===== config.mk =====
export PLATFORM = sky130hd
export DESIGN_NAME = map_port_arbiter
export DESIGN_NICKNAME = d
export VERILOG_FILES = /design/src/rtl/map_port_arbiter.sv
export SDC_FILE = /design/constraint.sdc
export NUM_CORES = 1
export LEC_CHECK = 0
export BUFFER_PORTS_ARGS = -buffer_cell sky130_fd_sc_hd__buf_2
export CORE_MARGIN = 3
export CORE_UTILIZATION = 51
export CTS_CLUSTER_DIAMETER = 200
export DETAILED_ROUTE_END_ITERATION = 8
export GPL_TIMING_DRIVEN = 0
export PLACE_DENSITY = 0.89
export REMOVE_ABC_BUFFERS = 1
export SLEW_MARGIN = 20
export SYNTH_ARGS = -nofsm -noshare
export SYNTH_HDL_FRONTEND = slang
export SYNTH_SLANG_ARGS = --single-unit

===== constraint.sdc =====
create_clock -name clk -period 6.4 [get_ports clk]
set_clock_uncertainty 0.15 [all_clocks]
set_input_delay 0.64 -clock clk [delete_from_list [all_inputs] [get_ports clk]]
set_output_delay 0.64 -clock clk [all_outputs]
set_load 0.02 [all_outputs]

===== src/rtl/map_port_arbiter.sv =====
// Single-port arbiter for the 13x13 map-tile memory: renderer on port 0, starvation-protected
// round-robin for the others, row*13+col addressing and tagged read-return routing.
// Optional per-port stall statistics when ARB_STATS_EN is defined.
module map_port_arbiter #(
  parameter int         NUM_REQ     = 4,
  parameter int         RD_LAT      = 1,
  parameter int         MAX_WAIT    = 8,
  parameter logic [7:0] BORDER_TILE = 8'd15
) (
  input  logic                   clk,
  input  logic                   rst,
  input  logic [NUM_REQ-1:0]     req,
  input  logic [4*NUM_REQ-1:0]   req_row,
  input  logic [4*NUM_REQ-1:0]   req_col,
  input  logic [NUM_REQ-1:0]     req_we,
  input  logic [8*NUM_REQ-1:0]   req_wdata,
`ifdef ARB_STATS_EN
  input  logic [$clog2(NUM_REQ)-1:0] stat_sel,
  output logic [15:0]            stat_val,
`endif
  output logic [NUM_REQ-1:0]     gnt,
  output logic [NUM_REQ-1:0]     rvalid,
  output logic [7:0]             rdata,
  output logic                   mem_en,
  output logic                   mem_we,
  output logic [7:0]             mem_addr,
  output logic [7:0]             mem_din,
  input  logic [7:0]             mem_dout
);

  localparam int IDX_W  = $clog2(NUM_REQ);
  localparam int WAIT_W = $clog2(MAX_WAIT + 1);

  typedef struct packed {
    logic             vld;
    logic             oog;
    logic [IDX_W-1:0] port;
  } tag_t;

  logic [IDX_W-1:0]   rr_ptr;
  logic [WAIT_W-1:0]  wait_cnt [1:NUM_REQ-1];
  tag_t               iss_q;
  tag_t               tag_q [RD_LAT];

  logic               any_gnt;
  logic [IDX_W-1:0]   sel;
  logic [IDX_W:0]     rr_cand;
  logic [NUM_REQ-1:0] gnt_nxt;
  logic [3:0]         g_row;
  logic [3:0]         g_col;
  logic               g_we;
  logic [7:0]         g_wdata;
  logic               g_oog;
  logic [7:0]         g_addr;

  // Grant decision: starved ports first (lowest index), then the renderer, then round-robin.
  always_comb begin
    // NOTE: every combinational output is defaulted first so no latch can be inferred.
    any_gnt = 1'b0;
    sel     = '0;
    rr_cand = '0;
    for (int i = NUM_REQ - 1; i >= 1; i--) begin
      if (req[i] && wait_cnt[i] == WAIT_W'(MAX_WAIT)) begin
        any_gnt = 1'b1;
        sel     = IDX_W'(i);
      end
    end
    if (!any_gnt && req[0]) begin
      any_gnt = 1'b1;
      sel     = '0;
    end
    if (!any_gnt) begin
      // Walk backwards so the candidate closest to the pointer is the last one written.
      for (int j = NUM_REQ - 2; j >= 0; j--) begin
        rr_cand = {1'b0, rr_ptr} + (IDX_W+1)'(j);
        if (rr_cand >= (IDX_W+1)'(NUM_REQ)) rr_cand = rr_cand - (IDX_W+1)'(NUM_REQ - 1);
        if (req[rr_cand[IDX_W-1:0]]) begin
          any_gnt = 1'b1;
          sel     = rr_cand[IDX_W-1:0];
        end
      end
    end
  end

  always_comb begin
    gnt_nxt = any_gnt ? (NUM_REQ'(1) << sel) : '0;
    g_row   = req_row[{sel, 2'b00} +: 4];
    g_col   = req_col[{sel, 2'b00} +: 4];
    g_we    = req_we[sel];
    g_wdata = req_wdata[{sel, 3'b000} +: 8];
    g_oog   = (g_row > 4'd12) || (g_col > 4'd12);
    g_addr  = 8'(g_row) * 8'd13 + 8'(g_col);
  end

  always_ff @(posedge clk) begin
    if (rst) begin
      gnt      <= '0;
      mem_en   <= 1'b0;
      mem_we   <= 1'b0;
      mem_addr <= '0;
      mem_din  <= '0;
      rr_ptr   <= IDX_W'(1);
      iss_q    <= '0;
      for (int i = 1; i < NUM_REQ; i++) wait_cnt[i] <= '0;
    end else begin
      // NOTE: sequential state uses <= so every register sees pre-edge values of the others.
      gnt    <= gnt_nxt;
      mem_en <= any_gnt && !g_oog;
      mem_we <= any_gnt && !g_oog && g_we;
      if (any_gnt) begin
        mem_addr <= g_addr;
        mem_din  <= g_wdata;
      end
      if (any_gnt && sel != '0)
        rr_ptr <= (sel == IDX_W'(NUM_REQ - 1)) ? IDX_W'(1) : sel + IDX_W'(1);
      for (int i = 1; i < NUM_REQ; i++) begin
        if (gnt_nxt[i] || !req[i])
          wait_cnt[i] <= '0;
        else if (wait_cnt[i] != WAIT_W'(MAX_WAIT))
          wait_cnt[i] <= wait_cnt[i] + WAIT_W'(1);
      end
      iss_q.vld  <= any_gnt && !g_we;
      iss_q.oog  <= g_oog;
      iss_q.port <= sel;
    end
  end

  // Return path: the issue register plus RD_LAT tag stages line up with mem_dout.
  always_ff @(posedge clk) begin
    if (rst) begin
      rvalid <= '0;
      rdata  <= '0;
      for (int s = 0; s < RD_LAT; s++) tag_q[s] <= '0;
    end else begin
      tag_q[0] <= iss_q;
      for (int s = 1; s < RD_LAT; s++) tag_q[s] <= tag_q[s-1];
      rvalid <= tag_q[RD_LAT-1].vld ? (NUM_REQ'(1) << tag_q[RD_LAT-1].port) : '0;
      if (tag_q[RD_LAT-1].vld)
        rdata <= tag_q[RD_LAT-1].oog ? BORDER_TILE : mem_dout;
    end
  end

`ifdef ARB_STATS_EN
  logic [15:0] stall_cnt [NUM_REQ];

  always_ff @(posedge clk) begin
    if (rst) begin
      stat_val <= '0;
      for (int i = 0; i < NUM_REQ; i++) stall_cnt[i] <= '0;
    end else begin
      for (int i = 0; i < NUM_REQ; i++) begin
        if (req[i] && !gnt_nxt[i] && stall_cnt[i] != 16'hFFFF)
          stall_cnt[i] <= stall_cnt[i] + 16'd1;
      end
      stat_val <= stall_cnt[stat_sel];
    end
  end
`endif

endmodule


==> flow_metrics.py <==
metrics = {
    "synthesis": {
        "synth-seq-cells": 56,
        "syn_inst": 374,
        "synthesis.area_um2": 3430,
        "yosysTopAreaCellShare": 0.257,
        "async_flop_share": 0,
        "synth_common_cells": "nor2_1, dfxtp_1, mux2i_1",
        "yosysUniqueCellTypes": 48,
        "syn_area_per_cell_um2": 9.17,
        "yosys_most_used_dff": "dfxtp_1",
        "yosysMostFrequentCell": "nor2_1",
        "yosysTopAreaCell": "dfxtp_1",
        "synth_area_leaders": "dfxtp_1, mux2i_1, ha_1",
        "ys_seq_area_frac": 0.362,
        "synth_edf_count": 12,
        "yosys_warnings": 0,
    },
    "floorplan": {
        "pin_count": 116,
        "fp-row-count": 29,
        "die_w_um": 88.0,
        "floorplan.core_area_um2": 6420,
        "die_h_um": 88.0,
        "die_area_um2": 7750,
        "start_util": 0.534,
    },
    "global_routing": {
        "met2_usage": 0.371,
        "track_usage": 0.204,
        "use_met1": 0.234,
        "grt_pass1_wl_um": 12700,
        "grt_max_degree": 40,
        "grt-ovfl-total": 0,
        "antenna_found_initial": 0,
        "top_usage_layer": "met2",
        "grt_pass1_vias": 2954,
        "use_met3": 0.0489,
    },
    "cts": {
        "cts_setup_buffers": 0,
        "ctsResizeCount": 0,
        "clockBufferDepth": 2,
        "cts_tree": "yes",
        "cts.clk_slew.worst_paths_ns": 0.10,
        "cts_sinks": 56,
        "cts_root_buf": "clkbuf_8",
        "clk_latency_ns": 0.31,
        "cts.hold.buffers_added": 0,
        "tritoncts.num_buffers": 5,
        "htreeDepth": 2,
    },
    "setup_path": {
        "slowest_stage": "fa_1",
        "crit_required_ns": 6.44,
        "cp.arrival_ns": 5.66,
        "path_cells": "inv_1 > ha_1 > a2111oi_0 > o22ai_1 > a31o_2 > buf_12 > inv_2 > nand2_1 > nand3_1 > and2_1 > inv_1 > ha_1 > ha_1 > fa_1 > ha_1 > a21o_1 > a21oi_1 > o21bai_1 > a21oi_1 > xnor2_1 > mux2i_1 > nor2_1",
        "cpMostUsedCell": "ha_1",
        "critPathTopFamily": "adder cells",
        "cp-end-kind": "register",
        "crit_fanout": 26,
        "worstSetupStartpointType": "register",
        "worstSetupPathType": "reg2reg",
        "critPathMaxStageDelay_ns": 0.49,
        "path_buf_inv": 4,
    },
    "layout": {
        "n_antenna_cell": 0,
        "layout.nets": 599,
        "final_cell_area_um2": 4140,
        "area_growth_pct": 20.7,
        "drive_above_1_share": 0.269,
    },
    "placement": {
        "port_buffers": 115,
        "hpwl_um": 6010,
        "place_congestion": 0.866,
        "postPlaceCellArea_um2": 4050,
    },
    "sta": {
        "fin_crit_sh": 0.879,
        "hold_ws_ns": 0.297,
        "maxSlewViolCount": 0,
        "rsz0062_at_grt": "false",
        "max_slew_margin": 0.404,
        "tns_ns": 0,
        "tightest_slew_ns": 0.893,
        "fin_crit_ns": 5.62,
        "setup_viol": 0,
        "max_freq_ghz": 0.178,
        "hold_violations": 0,
    },
    "route": {
        "drtIter0Drc": 205,
        "totalWireLength_um": 7690,
        "via_count": 3005,
        "postRouteAntennaNets": 0,
        "viasPerCell": 5.37,
        "drt-pass1-iter-count": 4,
        "wl_per_cell_um": 13.7,
        "route.detailed.drc": 0,
    },
    "run_status": {
        "status": "finished, final reports clean",
    },
    "power": {
        "p_leak_nw": 2.19,
        "power_density_nw_per_um2": 485,
        "peakVddDrop_uv": 523,
    },
    "min_path": {
        "hold_class": "reg2reg",
    },
    "run": {
        "maxCapViolCount": 0,
    },
}
## where the power goes
group          total (mW)  internal (mW)  switching [mW]
registers           0.480          0.441          0.0394
logic                1.33          0.600           0.728
clock network       0.202         0.0809           0.121
## registers in the layout (all words and copies together) (netlist names)
register and flops:
rdata 8, mem_en 1, wait_cnt 12, tag_q 4, rvalid 4, gnt 4, mem_addr 8, iss_q 4
rr_ptr 2, mem_din 8, mem_we 1
## metal layers
metal  wire, um  share of wire
met1       3080           0.40
met2       3860           0.50
met3        577          0.075
met4        172          0.022
met5          0              0
## worst paths after layout
path / startpoint / endpoint / slack, ns / depth (start not counted)
worst max-delay path: rr_ptr[0] / mem_addr[7] / 0.78 / 22
worst min-delay path: iss_q[0] / tag_q[0][0] / 0.30 / 1
worst max register to register: rr_ptr[0] / mem_addr[7] / 0.78 / 22
worst min register to register: iss_q[0] / tag_q[0][0] / 0.30 / 1
## area by class of cell
type                    count  area [um^2]
fillers                   525         2280
multi-input cells         278         2020
flip-flops and latches     56         1240
repair buffers            116          596
well taps                  77         96.3
inverters                  25         93.8
clock buffers               5         68.8
clock inverters             3         26.3
## placed cells by master (no fill, tap or decap), drive strengths merged, types with 2 or more instances in the layout
cell type and n:
buf 116, nor2 45, dfxtp 44, mux2i 43, nand2 41, ha 33, inv 27, edfxtp 12
a21oi 11, nor2b 10, nand3 9, and3 8, xnor2 7, nand2b 6, and2 6, o22ai 6
xor2 5, clkbuf 5, a31oi 5, a21o 4, o221ai 4, a32oi 3, a211oi 3, o21bai 2
nand4b 2, nand3b 2, or3 2, a22o 2, o21ai 2, o2111ai 2, nor3 2, nor4bb 2
fa 2
## stage by stage
step                setup slack [ns]  power, mW  utilization  cells
floorplan                      0.993       1.50            -    359
global placement               0.199       1.74        0.627    551
detailed placement             0.813       1.81        0.630    552
CTS                            0.864       2.02        0.645    560
global route                   0.478       2.19        0.645    560
finish                         0.775       2.01        0.645    560
## worst register-to-register path, stage by stage, from the launching register on
cell,delay (ns)
dfxtp_1,0.46
inv_1,0.12
ha_1,0.38
a2111oi_0,0.40
o22ai_1,0.18
a31o_2,0.39
buf_12,0.21
inv_2,0.28
nand2_1,0.09
nand3_1,0.08
and2_1,0.24
inv_1,0.06
ha_1,0.28
ha_1,0.31
fa_1,0.49
ha_1,0.36
a21o_1,0.18
a21oi_1,0.24
o21bai_1,0.10
a21oi_1,0.22
xnor2_1,0.09
mux2i_1,0.13
nor2_1,0.06
## cell families (layout without fill, tap and decap cells)
family          after synthesis  in the layout  share of synthesized area
xor+xnor                     12             12                     0.0306
simple gates                139            139                      0.194
compound gates               49             49                      0.106
fa+ha+maj                    35             35                      0.132
buf+inv                      40            149                     0.0503
flops                        56             56                      0.362
mux                          43             43                      0.125
No activity file was read; power rests on OpenSTA's default activity.
